**src/rtl/decode_regfile.sv**
```systemverilog
// Decode stage with an integrated register file, a write-back bypass and a busy-bit
// scoreboard; one registered output bundle behind a valid/ready handshake.
module decode_regfile #(
    parameter int XLEN  = 32,
    parameter int NREGS = 32
) (
    input  logic            clk,
    input  logic            reset,
    input  logic            in_valid,
    output logic            in_ready,
    input  logic [31:0]     ir_i,
    output logic            out_valid,
    input  logic            out_ready,
    output logic [XLEN-1:0] ra_o,
    output logic [XLEN-1:0] rb_o,
    output logic [XLEN-1:0] imm_o,
    output logic [4:0]      rd_o,
    output logic [4:0]      itype_o,
    input  logic            wb_en,
    input  logic [4:0]      wb_addr,
    input  logic [XLEN-1:0] wb_data
);
    localparam int AW = $clog2(NREGS);

    localparam logic [6:0] OP_R = 7'b0110011;
    localparam logic [6:0] OP_I = 7'b0010011;
    localparam logic [6:0] OP_S = 7'b0100011;
    localparam logic [6:0] OP_U = 7'b0110111;

    localparam logic [4:0] ITYPE_R   = 5'b00001;
    localparam logic [4:0] ITYPE_I   = 5'b00010;
    localparam logic [4:0] ITYPE_S   = 5'b00100;
    localparam logic [4:0] ITYPE_U   = 5'b01000;
    localparam logic [4:0] ITYPE_ILL = 5'b10000;

    logic [XLEN-1:0]  r_rf [NREGS];
    logic [NREGS-1:0] r_busy;
    logic             r_out_valid;
    logic [XLEN-1:0]  r_ra, r_rb, r_imm;
    logic [4:0]       r_rd, r_itype;

    logic [4:0]       w_rs1, w_rs2, w_rd;
    logic             w_use_rs1, w_use_rs2, w_use_rd;
    logic [4:0]       w_itype;
    logic [31:0]      w_imm32;
    logic [XLEN-1:0]  w_imm, w_ra, w_rb, w_rs1_val, w_rs2_val;
    logic [4:0]       w_rd_out;
    logic             w_wb_we, w_hazard, w_accept;
    logic [NREGS-1:0] w_busy_nxt;
    logic             w_unused_funct3;

    function automatic logic idx_ok(input logic [4:0] idx);
        return 32'(idx) < NREGS;
    endfunction

    assign w_rs1           = ir_i[19:15];
    assign w_rs2           = ir_i[24:20];
    assign w_rd            = ir_i[11:7];
    assign w_unused_funct3 = ^ir_i[14:12];
    assign w_wb_we         = wb_en && (wb_addr != 5'd0) && idx_ok(wb_addr);

    always_comb begin : decode
        w_use_rs1 = 1'b0;
        w_use_rs2 = 1'b0;
        w_use_rd  = 1'b0;
        w_itype   = ITYPE_ILL;
        w_imm32   = '0;
        case (ir_i[6:0])
            OP_R: begin
                w_itype   = ITYPE_R;
                w_use_rs1 = 1'b1;
                w_use_rs2 = 1'b1;
                w_use_rd  = 1'b1;
            end
            OP_I: begin
                w_itype   = ITYPE_I;
                w_use_rs1 = 1'b1;
                w_use_rd  = 1'b1;
                w_imm32   = {{20{ir_i[31]}}, ir_i[31:20]};
            end
            OP_S: begin
                w_itype   = ITYPE_S;
                w_use_rs1 = 1'b1;
                w_use_rs2 = 1'b1;
                w_imm32   = {{20{ir_i[31]}}, ir_i[31:25], ir_i[11:7]};
            end
            OP_U: begin
                w_itype  = ITYPE_U;
                w_use_rd = 1'b1;
                w_imm32  = {ir_i[31:12], 12'b0};
            end
            default: ;
        endcase
        // An index beyond the implemented file makes the whole instruction illegal.
        if ((w_use_rs1 && !idx_ok(w_rs1)) || (w_use_rs2 && !idx_ok(w_rs2)) ||
            (w_use_rd && !idx_ok(w_rd))) begin
            w_itype   = ITYPE_ILL;
            w_use_rs1 = 1'b0;
            w_use_rs2 = 1'b0;
            w_use_rd  = 1'b0;
            w_imm32   = '0;
        end
        w_imm        = {XLEN{w_imm32[31]}};
        w_imm[31:0]  = w_imm32;
        w_ra         = w_use_rs1 ? w_rs1_val : '0;
        w_rb         = w_use_rs2 ? w_rs2_val : '0;
        w_rd_out     = w_use_rd ? w_rd : 5'd0;
    end

    // Read ports forward a same-cycle write-back so the bundle never sees stale data.
    always_comb begin : read_ports
        w_rs1_val = '0;
        w_rs2_val = '0;
        if (w_rs1 != 5'd0 && idx_ok(w_rs1)) begin
            if (w_wb_we && wb_addr == w_rs1) w_rs1_val = wb_data;
            else                             w_rs1_val = r_rf[w_rs1[AW-1:0]];
        end
        if (w_rs2 != 5'd0 && idx_ok(w_rs2)) begin
            if (w_wb_we && wb_addr == w_rs2) w_rs2_val = wb_data;
            else                             w_rs2_val = r_rf[w_rs2[AW-1:0]];
        end
    end

    // Handshake: a transfer happens on a rising edge where valid && ready; the
    // producer holds its payload while valid && !ready, and the output bundle
    // stays frozen while out_valid && !out_ready.
    always_comb begin : hazard_and_handshake
        w_hazard = (w_use_rs1 && r_busy[w_rs1[AW-1:0]] && !(w_wb_we && wb_addr == w_rs1)) ||
                   (w_use_rs2 && r_busy[w_rs2[AW-1:0]] && !(w_wb_we && wb_addr == w_rs2));
        in_ready = (!r_out_valid || out_ready) && !w_hazard;
        w_accept = in_valid && in_ready;
    end

    // Set is applied after clear so a simultaneous set/clear leaves the bit set.
    always_comb begin : busy_next
        w_busy_nxt = r_busy;
        if (w_wb_we) w_busy_nxt[wb_addr[AW-1:0]] = 1'b0;
        if (w_accept && w_use_rd && w_rd != 5'd0) w_busy_nxt[w_rd[AW-1:0]] = 1'b1;
    end

    always_ff @(posedge clk or negedge reset) begin
        if (!reset) begin
            for (int i = 0; i < NREGS; i++) r_rf[i] <= '0;
        end else if (w_wb_we) begin
            r_rf[wb_addr[AW-1:0]] <= wb_data;
        end
    end

    always_ff @(posedge clk or negedge reset) begin
        if (!reset) r_busy <= '0;
        else        r_busy <= w_busy_nxt;
    end

    always_ff @(posedge clk or negedge reset) begin
        if (!reset) begin
            r_out_valid <= 1'b0;
            r_ra        <= '0;
            r_rb        <= '0;
            r_imm       <= '0;
            r_rd        <= '0;
            r_itype     <= '0;
        end else if (w_accept) begin
            r_out_valid <= 1'b1;
            r_ra        <= w_ra;
            r_rb        <= w_rb;
            r_imm       <= w_imm;
            r_rd        <= w_rd_out;
            r_itype     <= w_itype;
        end else if (out_ready) begin
            r_out_valid <= 1'b0;
        end
    end

    assign out_valid = r_out_valid;
    assign ra_o      = r_ra;
    assign rb_o      = r_rb;
    assign imm_o     = r_imm;
    assign rd_o      = r_rd;
    assign itype_o   = r_itype;

endmodule

```
**config.mk**
```make
export PLATFORM = sky130hd
export DESIGN_NAME = decode_regfile
export DESIGN_NICKNAME = d
export VERILOG_FILES = /design/src/rtl/decode_regfile.sv
export SDC_FILE = /design/constraint.sdc
export NUM_CORES = 2
export LEC_CHECK = 0
export BUFFER_PORTS_ARGS = -buffer_cell sky130_fd_sc_hd__buf_2
export CORE_MARGIN = 2
export CORE_UTILIZATION = 45
export DETAILED_ROUTE_END_ITERATION = 7
export PLACE_DENSITY = 0.65
export SETUP_SLACK_MARGIN = 0.05
export SYNTH_ARGS = -nofsm -noshare
export SYNTH_HDL_FRONTEND = slang
export SYNTH_SLANG_ARGS = --single-unit
```
**constraint.sdc**
```tcl
create_clock -name clk -period 2.6 [get_ports clk]
set_input_delay 0.39 -clock clk [delete_from_list [all_inputs] [get_ports clk]]
set_output_delay 0.39 -clock clk [all_outputs]
set_load 0.1 [all_outputs]
```
Word level (Yosys, flattened, before mapping)
Index checks and enable logic that the tools add are counted. W data, S select, Z words.

Bits in registers: 1163. Latch bits: 0. RAM bits: 0. ROM bits: 0. Bits of input ports: 74. Output and inout port bits: 108. Logic and storage cells: 122. Memories kept: 0.

$add $sub $neg: 0. Multiply operators: 0. Div/mod/pow operators: 0. $lt $le $gt $ge: 10. Equal/unequal tests: 6. Shifts and indexed selects: 0. Mux-type cells: 33. Bitwise logic cells: 6. Reduce and logical (&&, ||, !) cells: 28.

Operator list (count): $bwmux W1024 (1); $mux W32 (13); $bmux W32 S5 (2); $demux W32 S5 (1); $pmux W32 S3 (1); $and A32 B32 Y32 (1); $not A32 Y32 (1); $or A32 B32 Y32 (1); $lt A5 B6 Y1 const B (4); $eq A7 B6 Y1 const B (3); $pmux W5 S4 (1); $reduce_bool A5 Y1 (4); $ge A6 B6 Y1 const B (3); $not A5 Y6 (3); $logic_and A1 B1 Y1 (14); $bmux W1 S5 (2); $demux W1 S5 (2); $eq A5 B5 Y1 (2); $ge A5 B1 Y1 const B (2); $mux W1 (9); $eq A7 B5 Y1 const B (1); $lt A6 B1 Y1 const B (1); $reduce_or A3 Y1 (2); $mux W5 (1); 4 further kinds (8).

Depth between registers and ports, before layout
Depth after elaboration: 12. Gate-level depth with buffers: 11. Mapped depth without buffers: 6.

Worst setup path after synthesis
OpenSTA, ideal clock, no wires.

Kind: input -> output. Start: input port ir_i[15]. End: output port in_ready. Arrival time: 2.348 ns. Data required time: 2.210 ns. Slack: -0.138 ns. Stages: 5. Buffers on the path: 1. Cell sequence: buf_4 -> mux4_2 -> a2111o_1 -> o221ai_1 -> and2_1.

Cells in the longest elaborated chain, start to end: 7. Elaborated cells on any way between the ends: 10. Those cells by class: eq/ne (1); mux (2); reduce/logical (7).

RTL lines: start: declaration (RTL line 11) `input logic [31:0] ir_i,`; $bmux W1 S5 or $eq A5 B5 Y1 (tied branches) (RTL line 128) `w_hazard = (w_use_rs1 && r_busy[w_rs1[AW-1:0]] && !(w_wb_we && wb_addr == w_rs1)) ||`; $mux W1 (not written as such) or $logic_and A1 B1 Y1 (tied branches) (RTL line 128); $logic_and A1 B1 Y1 or $logic_not A1 Y1 (tied branches) (RTL line 128); $logic_and A1 B1 Y1 * (RTL line 128); $logic_or A1 B1 Y1 * (RTL line 128); $logic_not A1 Y1 * (RTL line 130) `in_ready = (!r_out_valid || out_ready) && !w_hazard;`; $logic_and A1 B1 Y1 * (RTL line 130); end: declaration (RTL line 10) `output logic in_ready,`.

Every way passes the cells marked *; elsewhere a longest branch is shown, timed or not. The select of a mux whose other input is x is not followed.

Worst setup path in the final report
Start: register r_busy[20]. End: output port in_ready.

Cells in the longest elaborated chain, start to end: 7. Elaborated cells on any way between the ends: 11. Those cells by class: mux (4); reduce/logical (7).

RTL lines: start: declaration (RTL line 37) `logic [NREGS-1:0] r_busy;`; start signal: assignment (RTL line 151) `else r_busy <= w_busy_nxt;`; $bmux W1 S5, on equally long branches (RTL line 128, 129); $mux W1, on equally long branches (RTL line 128, 129); $logic_and A1 B1 Y1, on equally long branches (2 in series) (RTL line 128, 129); $logic_or A1 B1 Y1 * (RTL line 128); $logic_not A1 Y1 * (RTL line 130); $logic_and A1 B1 Y1 * (RTL line 130).

Marked as above.

==> impl_metrics.toml <==
[logic_synthesis]
synth_edf_count = 0
ys_seq_elements = 1163
yosys-top-cells-area = "dfrtp_1 47%, mux2_2 22%, mux4_2 17%, mux2i_1 3.2%, clkbuf_1 1.8%"
synth_top_area_frac = 0.473
yosysWarnings = 0
yosysTopAreaCell = "dfrtp_1"
synth_cells = 4240
ys_types = 58
yosysMostFrequentCell = "mux2_2"
postSynthAreaPerCell_um2 = 14.5
synth_ff_type = "dfrtp_1"
synth_top_cells_by_count = "1,185 x mux2_2, 1,163 x dfrtp_1, 468 x mux4_2"
postSynthNetCount = 4314
syn-cell-area_um2 = 61500
synthArstFlopShare = 1.00
synth-seq-area-share = 0.473

[worst_setup_path]
cp_cell_sequence = "mux4_2, a2111o_1, o221ai_2, buf_4, and2_4, buf_12"
worst_path_largest_cell_delay_ns = 0.48
cp_max_fo = 3
startpoint_type = "flop"
cp_data_arrival_time_ns = 2.64
cpLargestDelayFamily = "compound AO/OA/AOI/OAI gates"
required_ns = 2.21
crit_buf_inv = 2
end_kind = "primary output"
cp_slowest_cell = "mux4_2"
worst-setup-path-type = "flop to primary output"

[min_path]
hold_class = "primary input to flop"

[die]
dieArea_um2 = 140000
core_area_um2 = 136000
ios = 182
chipWidth_um = 374
initial_utilization = 0.453
core.rowCount = 135
die_h_um = 374

[clock_network]
cts_tree = "yes"
cts-root-buf = "clkbuf_16"
clockBufferDepth = 3
clk_latency_ns = 0.76
htreeDepth = 3
clkSinkCount = 1163
clk_pin_slew_worst_paths_ns = 0.06
cts_buffers = 119

[drt]
vias = 41600
drt-pass1-iter-count = 5
postRouteAntennaNets = 0
drt-initial-drc-count = 4253
vias_per_cell = 6.46
wl_mm = 202
wl_per_cell_um = 31.3
drc_errors = 0

[flow_run]
maxCapViolCount = 0

[grt]
grt_pass1_vias = 42300
grt_usage = 0.287
grt_pass1_wl_mm = 296
grt_remaining_overflow = 0
antenna_found_initial = 8
grt_max_degree = 80

[timing]
finClkSkew_ns = 0.0282
report.final.slew_viol_count = 0
finalSetupViolCount = 1
worst_slew_pin_slew_ns = 0.967
fin_crit_ns = 3.03
max_slew_margin = 0.349
fin_tns_setup_ns = -0.434
fin_ws_ns = -0.434
rsz0062_at_grt = "yes"
fmax_ghz = 0.330
period_share = 1.17
finalHoldViolations = 0

[power]
power_density_nw_per_um2 = 720
p_leak_nw = 32.5
peakVddDrop_uv = 613
total_power_mw = 52.5

[final_layout]
fin_nets = 4629
drive_above_1_share = 0.554
design_area_um2 = 73000
fillers = 11000
fin_util = 0.538
syn_to_final_growth_pct = 18.6

[placed_design]
gp_congestion = 0.838
dpl.hpwl_mm = 130
placed_cell_area_um2 = 68400
place.port_buffers = 181

[status]
outcome = "finished, violations left"
failed_checks = "negative setup slack"
[flip-flops by register name, indices dropped and copies added, names as in the netlist]
signal     flops
r_rf        1024
imm_o         32
r_busy        32
ra_o          32
rb_o          32
itype_o        5
rd_o           5
out_valid      1
[layout make-up]
type / instances / area, um^2 / share of cell area
multi-input cells: 2568 / 30600 / 0.419
inverters: 36 / 135 / 0.00185
repair buffers: 667 / 6640 / 0.0910
well taps: 1781 / 2230 / 0.0305
diodes: 4 / 10.0 / 0.000137
clock inverters: 54 / 810 / 0.0111
flip-flops and latches: 1163 / 29100 / 0.399
clock buffers: 165 / 3490 / 0.0479
[what timing repair did]
| item | 4_1_cts | 5_1_grt |
|---|---|---|
| hold endpoints to repair | 166 | 0 |
| endpoints found under the setup margin | 10 | 54 |
| setup buffers | 0 | 1 |
| gates cloned | 0 | 0 |
| gates resized for setup | 5 | 10 |
| hold buffers | 16 | 0 |
| pin swaps | 1 | 0 |
[worst paths after layout]
path,startpoint,slack (ns),depth (start not counted),to
worst max-delay path,r_busy[20],-0.43,6,in_ready
worst min-delay path,wb_data[1],0.06,2,r_rf[385]
worst max register to register,r_busy[20],0.04,8,rb_o[20]
worst min register to register,r_rf[1005],0.40,0,r_rf[1005]
max in group asynchronous,reset,1.40,4,r_rf[282]
min in group asynchronous,reset,0.19,2,r_rf[299]
[metrics by stage]
| stage | cells | setup slack, ns | hold WS, ns |
|---|---|---|---|
| after global placement | 6198 | -0.235 | 0.357 |
| after floorplan | 4240 | 0.0526 | 0.0944 |
| after detailed placement | 6198 | -0.316 | 0.363 |
| after global routing | 6435 | -0.509 | 0.0618 |
| final | 6438 | -0.434 | 0.0554 |
| after CTS | 6433 | -0.473 | 0.0201 |
[placed cells by master (no fill, tap or decap), types with 39 or more instances in the layout]
cell type / Yosys / final
mux2_2: 1185 / 1185
dfrtp_1: 1163 / 1163
mux4_2: 468 / 468
buf_4: 17 / 315
mux2i_1: 198 / 198
buf_2: 99 / 170
buf_12: 0 / 157
nand2_1: 155 / 140
clkbuf_16: 0 / 121
a21oi_1: 95 / 95
o221ai_1: 55 / 54
a221o_1: 39 / 39
[layer usage]
| metal | vias to the layer above | global-route usage | part of all wire |
|---|---|---|---|
| met2 | 1839 | 0.448 | 0.46 |
| li1 | 16900 | - | - |
| met1 | 22500 | 0.402 | 0.42 |
| met4 | 0 | 0.107 | 0.039 |
| met3 | 404 | 0.0523 | 0.077 |
| met5 | - | 0 | 0 |
[cell families after synthesis]
family	synth area share
buf+inv	0.0347
compound gates	0.0416
xor+xnor	0.00142
simple gates	0.0278
mux	0.421
flops	0.473
[power breakdown]
| part | internal [mW] | leakage, nW | switching (mW) |
|---|---|---|---|
| Clock | 11.2 | 2.14 | 7.62 |
| Sequential | 21.1 | 15.1 | 2.25 |
| Combinational | 6.23 | 15.3 | 4.04 |
No activity file was read; power rests on OpenSTA's default activity.
